`src/rtl/counter_arbiter_pkg.sv`:
```
// Shared definitions for the counter arbiter slice:
// opcode encoding and default sizing.
package counter_arbiter_pkg;

    localparam int NREQ_DEF  = 4;
    localparam int WIDTH_DEF = 16;
    localparam int OPW       = 2;

    typedef enum logic [OPW-1:0] {
        OP_READ  = 2'b00,
        OP_INC   = 2'b01,
        OP_LOAD  = 2'b10,
        OP_CLEAR = 2'b11
    } op_e;

endpackage

```
`src/rtl/counter_arbiter_rr_arbiter.sv`:
```
// Round-robin grant logic: one-hot grant from req,
// searching upward from ptr, plus the ptr register.
module rr_arbiter
    import counter_arbiter_pkg::*;
#(
    parameter int NREQ = NREQ_DEF,
    parameter int IDW  = (NREQ > 1) ? $clog2(NREQ) : 1
) (
    input  logic            clock,
    input  logic            resetN,
    input  logic [NREQ-1:0] req,
    output logic [NREQ-1:0] gnt,
    output logic [IDW-1:0]  gnt_id,
    output logic            gnt_any
);

    logic [IDW-1:0] ptr_q;
    logic [IDW-1:0] ptr_d;

    // First asserted req at or above ptr (wrapping) wins;
    // nothing is granted while reset is held.
    always_comb begin
        int             idx;
        logic [IDW-1:0] sel;
        logic           found;
        gnt     = '0;
        gnt_id  = '0;
        found   = 1'b0;
        idx     = 0;
        sel     = '0;
        for (int k = 0; k < NREQ; k++) begin
            idx = int'(ptr_q) + k;
            if (idx >= NREQ) begin
                idx = idx - NREQ;
            end
            sel = idx[IDW-1:0];
            if (!found && req[sel]) begin
                gnt[sel] = 1'b1;
                gnt_id   = sel;
                found    = 1'b1;
            end
        end
        if (!resetN) begin
            gnt    = '0;
            gnt_id = '0;
            found  = 1'b0;
        end
        gnt_any = found;
    end

    // Pointer moves just past the winner; idle cycles hold it.
    always_comb begin
        ptr_d = ptr_q;
        if (gnt_any) begin
            if (gnt_id == IDW'(NREQ - 1)) begin
                ptr_d = '0;
            end else begin
                ptr_d = gnt_id + 1'b1;
            end
        end
    end

    // Pointer register.
    always_ff @(posedge clock or negedge resetN) begin
        if (!resetN) begin
            ptr_q <= '0;
        end else begin
            ptr_q <= ptr_d;
        end
    end

endmodule

```
`src/rtl/counter_arbiter.sv`:
```
// Shared counter with round-robin access: decodes the
// granted op onto the counter and returns the old value.
module counter_arbiter
    import counter_arbiter_pkg::*;
#(
    parameter int NREQ  = NREQ_DEF,
    parameter int WIDTH = WIDTH_DEF,
    parameter int IDW   = (NREQ > 1) ? $clog2(NREQ) : 1
) (
    input  logic                       clock,
    input  logic                       resetN,
    input  logic                       run,
    input  logic [NREQ-1:0]            req,
    input  logic [NREQ-1:0][OPW-1:0]   op,
    input  logic [NREQ-1:0][WIDTH-1:0] wdata,
    output logic [NREQ-1:0]            gnt,
    output logic                       ack_valid,
    output logic [IDW-1:0]             ack_id,
    output logic [WIDTH-1:0]           rdata,
    output logic [WIDTH-1:0]           count,
    output logic                       wrap
);

    logic [IDW-1:0]   gnt_id;
    logic             gnt_any;

    logic [WIDTH-1:0] count_q;
    logic [WIDTH-1:0] count_d;
    logic             wrap_q;
    logic             wrap_d;
    logic             ack_valid_q;
    logic             ack_valid_d;
    logic [IDW-1:0]   ack_id_q;
    logic [IDW-1:0]   ack_id_d;
    logic [WIDTH-1:0] rdata_q;
    logic [WIDTH-1:0] rdata_d;

    op_e              op_sel;
    logic [WIDTH-1:0] wsel;
    logic             do_inc;

    rr_arbiter #(
        .NREQ (NREQ),
        .IDW  (IDW)
    ) u_arb (
        .clock   (clock),
        .resetN  (resetN),
        .req     (req),
        .gnt     (gnt),
        .gnt_id  (gnt_id),
        .gnt_any (gnt_any)
    );

    // Op decode: modifying ops override run, and at most one
    // increment source applies, so the step never exceeds +1.
    always_comb begin
        count_d = count_q;
        do_inc  = 1'b0;
        op_sel  = op_e'(op[gnt_id]);
        wsel    = wdata[gnt_id];
        if (gnt_any) begin
            unique case (op_sel)
                OP_READ:  do_inc  = run;
                OP_INC:   do_inc  = 1'b1;
                OP_LOAD:  count_d = wsel;
                OP_CLEAR: count_d = '0;
            endcase
        end else begin
            do_inc = run;
        end
        if (do_inc) begin
            count_d = count_q + 1'b1;
        end
        wrap_d = do_inc && (&count_q);
    end

    // Acknowledge side: flag, winner id and pre-op count.
    always_comb begin
        ack_valid_d = gnt_any;
        ack_id_d    = ack_id_q;
        rdata_d     = rdata_q;
        if (gnt_any) begin
            ack_id_d = gnt_id;
            rdata_d  = count_q;
        end
    end

    // State registers; reset drops any in-flight grant.
    always_ff @(posedge clock or negedge resetN) begin
        if (!resetN) begin
            count_q     <= '0;
            wrap_q      <= 1'b0;
            ack_valid_q <= 1'b0;
            ack_id_q    <= '0;
            rdata_q     <= '0;
        end else begin
            count_q     <= count_d;
            wrap_q      <= wrap_d;
            ack_valid_q <= ack_valid_d;
            ack_id_q    <= ack_id_d;
            rdata_q     <= rdata_d;
        end
    end

    assign count     = count_q;
    assign wrap      = wrap_q;
    assign ack_valid = ack_valid_q;
    assign ack_id    = ack_id_q;
    assign rdata     = rdata_q;

endmodule

```
`config.mk`:
```
export PLATFORM = sky130hd
export DESIGN_NAME = counter_arbiter
export DESIGN_NICKNAME = d
export VERILOG_FILES = /design/src/rtl/counter_arbiter_pkg.sv /design/src/rtl/counter_arbiter_rr_arbiter.sv /design/src/rtl/counter_arbiter.sv
export SDC_FILE = /design/constraint.sdc
export NUM_CORES = 1
export LEC_CHECK = 0
export CAP_MARGIN = 40
export CORE_AREA = 2 2 88 90
export DETAILED_ROUTE_END_ITERATION = 6
export DIE_AREA = 0 0 90 92
export PLACE_DENSITY_LB_ADDON = 0.25
export SKIP_LAST_GASP = 1
export SYNTH_ARGS = -nofsm -noshare
export SYNTH_HDL_FRONTEND = slang
export SYNTH_SLANG_ARGS = --single-unit
```
`constraint.sdc`:
```
create_clock -name clock -period 3.42 [get_ports clock]
set_input_delay 0.684 -clock clock [delete_from_list [all_inputs] [get_ports clock]]
set_output_delay 0.684 -clock clock [all_outputs]
set_load 0.05 [all_outputs]
```
==> impl_metrics.toml <==
[critical_path]
startpoint_type = "input pin"
crit_fanout = 8
critPathBufInv = 4
cp-end-kind = "output port"
crit_type = "in2out"
cp_num_cells = 8
critPathRequiredTime_ps = 2740
cp_cell_sequence = "dlygate4sd2_1 -> mux4_2 -> nor4b_4 -> buf_4 -> buf_4 -> a221oi_1 -> nor2_1 -> buf_12"
cp_common_cell = "buf_4"
cpLargestDelayFamily = "buffers and inverters"
worstSetupStartpoint = "req[0]"
cpPeakStageDelay_ps = 550
slowest_stage = "mux4_2"
rr_startpoint = "u_arb.ptr_q[0]"
critPathArrivalTime_ps = 2630
ff2ff_path_depth = 13

[sta]
tightest_slew_ps = 526
slew_headroom_pct = 64.8
fin_skew_ps = 3.86
slew_viol_final = 0
fmax_ghz = 0.302
finalSetupViolCount = 0
rsz0062_at_grt = "true"
period_share_pct = 96.9
hold_ws_ps = 474
fin_crit_ps = 3310
hold_viol_final = 0

[cts]
cts_sinks = 38
tritoncts = "yes"
clkLatencyLatePin_ps = 290
htree_levels = 2
cts_hold_buf = 0
clk_path_buf_depth = 2
clkTransAtPathRegs_ps = 70
cts_buffers = 5
cts_root_buf = "clkbuf_8"

[pwr]
switching_share_pct = 50.1
p_leak_nw = 1.94
vdd_drop_max_mv = 0.410
cellPowerDensity_nw_per_um2 = 942
power_frac_comb_pct = 72.7
p_switching_w = 0.00213
clkPwrFrac_pct = 6.8
p_int_w = 0.00212
pwr-share-seq_pct = 20.5

[global_routing]
track_usage_pct = 21.7
grt-ovfl-total = 0
first_global_vias = 2838
grt_pass1_wl_mm = 14.4
antenna_found_initial = 0
grt_max_degree = 41

[layout]
final_nets = 524
n_antenna_cell = 0
stdcell_count = 537
nFillCells = 643
syn_to_final_growth_pct = 60.1
layout-drive-gt1-share_pct = 22.8

[route]
ant_nets = 0
drc_errors = 0
avgViaCountPerCell = 5.38
wire_per_inst_um = 16.5
route.vias.total = 2887
drt_iter0_drc = 190
dr.pass1.iters = 4
drt_wl_total_mm = 8.84

[job]
drv_cap = 0

[yosys]
ys_dominant_reg_cell = "dfrtp_1"
synth_seq_cells = 38
synth.distinct_cells = 55
seq_area_frac_synth_pct = 33.8
synth_edf_count = 0
synth_cells = 288
async_flop_share_pct = 100
synth_nets = 377
syn_area_per_cell_um2 = 9.77
synth-warning-count = 0
synthesis.area_um2 = 2820

[min_path]
min_from = "rdata[2]"
timing.hold.worst_path_depth = 2
hold_path_class = "reg2reg"

[placed_design]
portBuffers = 118
gp_congestion = 0.794
dp.cells = 521
dp_hpwl_mm = 6.57

[outcome]
status = "finished clean"

[floorplan]
rows = 32
io_pins = 119
die_h_um = 92
start_util_pct = 37.8
core_um2 = 7450
die_area_um2 = 8280
die_x_um = 90
power by group through the flow:
stage | Combinational, W | Clock [W] | Sequential [W]
2_1_floorplan | 0.00132 | 0 | 0.00149
3_3_place_gp | 0.00289 | 0 | 0.000866
3_5_place_dp | 0.00293 | 0 | 0.000871
4_1_cts | 0.00304 | 0.000297 | 0.000863
5_1_grt | 0.00330 | 0.000315 | 0.000901
6_report | 0.00309 | 0.000291 | 0.000869
layer usage:
layer | up-vias | wire [µm] | global-route usage (%) | part of all wire, %
met3 | 20 | 665 | 6.00 | 7.5
met5 | - | 0 | 0 | 0
met1 | 1372 | 3700 | 27.5 | 42
met2 | 125 | 4240 | 35.7 | 48
li1 | 1370 | - | - | -
met4 | 0 | 230 | 7.82 | 2.6
cell families (layout without fill, tap and decap cells):
logic type	after synthesis	after routing	synth area share, %
compound gates	66	68	17.7
xor+xnor	1	1	0.311
fa+ha+maj	10	10	4.44
buf+inv	23	168	4.44
flops	38	38	33.8
mux	24	24	17.9
simple gates	126	126	21.4
area by class of cell:
| cell class | instances | area, µm² | share of cell area (%) |
|---|---|---|---|
| multi-input combinational | 229 | 1830 | 40.6 |
| timing repair buffer | 155 | 1500 | 33.2 |
| sequential | 38 | 952 | 21.1 |
| tap | 102 | 128 | 2.83 |
| clock buffer | 5 | 68.8 | 1.53 |
| inverter | 6 | 22.5 | 0.500 |
| clock inverter | 2 | 10.0 | 0.222 |
worst min-delay path, cell delays in order, from the launching register on:
cell,delay [ps]
dfrtp_1,340
nand2_1,50
nand2_1,50
per-stage QoR:
step	total power [W]	cell area (µm²)	worst slack (ps)	TNS (ps)	util [%]
2_1_floorplan	0.00280	2830	17.0	0	-
3_3_place_gp	0.00375	4300	-435	-6080	57.8
3_5_place_dp	0.00380	4300	-609	-8210	57.8
4_1_cts	0.00420	4470	103	0	60.0
5_1_grt	0.00451	4510	-24.6	-42.4	60.5
6_report	0.00425	4510	106	0	60.5
layout by cell type (no fill, tap or decap), types with 2 or more instances in the layout:
master	count
clkdlybuf4s50_1	109
nand2_1	63
dfrtp_1	37
buf_4	36
nor2_1	27
mux4_2	21
a21oi_1	9
ha_1	9
nand3_1	6
a211oi_1	6
inv_1	5
a221oi_1	5
and3_1	5
o21ai_0	5
a31oi_1	5
clkbuf_8	5
a22oi_1	4
dlygate4sd2_1	4
buf_12	4
o21a_1	3
nand2b_1	3
a31o_2	3
a32oi_1	3
nor3_2	3
a211oi_2	3
nor2b_1	2
o21ai_2	2
and4_1	2
a21o_1	2
nor3_1	2
o211ai_1	2
a22o_4	2
and2_1	2
clkinv_2	2
cells in the mapped netlist (all sizes together), types with 2 or more instances:
cell type / n / area (µm²)
o211ai: 2 / 15.0
nor4b: 2 / 32.5
mux4: 21 / 473
a32oi: 3 / 26.3
a211oi: 9 / 72.6
buf: 9 / 72.6
dfrtp: 38 / 951
nor2b: 2 / 12.5
and3: 5 / 31.3
a31oi: 6 / 37.5
nor3: 5 / 40.0
nor2: 28 / 108
mux2i: 2 / 20.0
o21ai: 9 / 56.3
nand3: 6 / 30.0
a221oi: 6 / 52.6
o21a: 3 / 22.5
nand2: 63 / 236
a22oi: 4 / 30.0
ha: 10 / 125
or3: 2 / 17.5
and4: 2 / 17.5
inv: 6 / 22.5
a21o: 2 / 15.0
and2: 4 / 25.0
clkbuf: 8 / 30.0
a31o: 3 / 35.0
a211o: 2 / 17.5
a21oi: 9 / 45.0
nand2b: 4 / 32.5
what timing repair did:
action | CTS | global route
gates resized for setup | 9 | 7
pin swaps | 5 | 4
setup buffers | 6 | 1
cloned | 2 | 0
setup endpoints to repair | 19 | 11
sequential cells by signal (all words and copies together), names as in the netlist:
name,flops
rdata,16
u_arb.ptr_q,2
count,16
wrap,1
ack_id,2
ack_valid,1
path summary, 6_finish.rpt:
path	end	slack [ps]
hold / removal	rdata[2]	470
max in group asynchronous	u_arb.ptr_q[0]	2450
setup / recovery	gnt[0]	110
setup reg to reg	count[6]	220
hold reg to reg	rdata[2]	470
min in group asynchronous	rdata[12]	600
(Power assumes the default switching activity.)
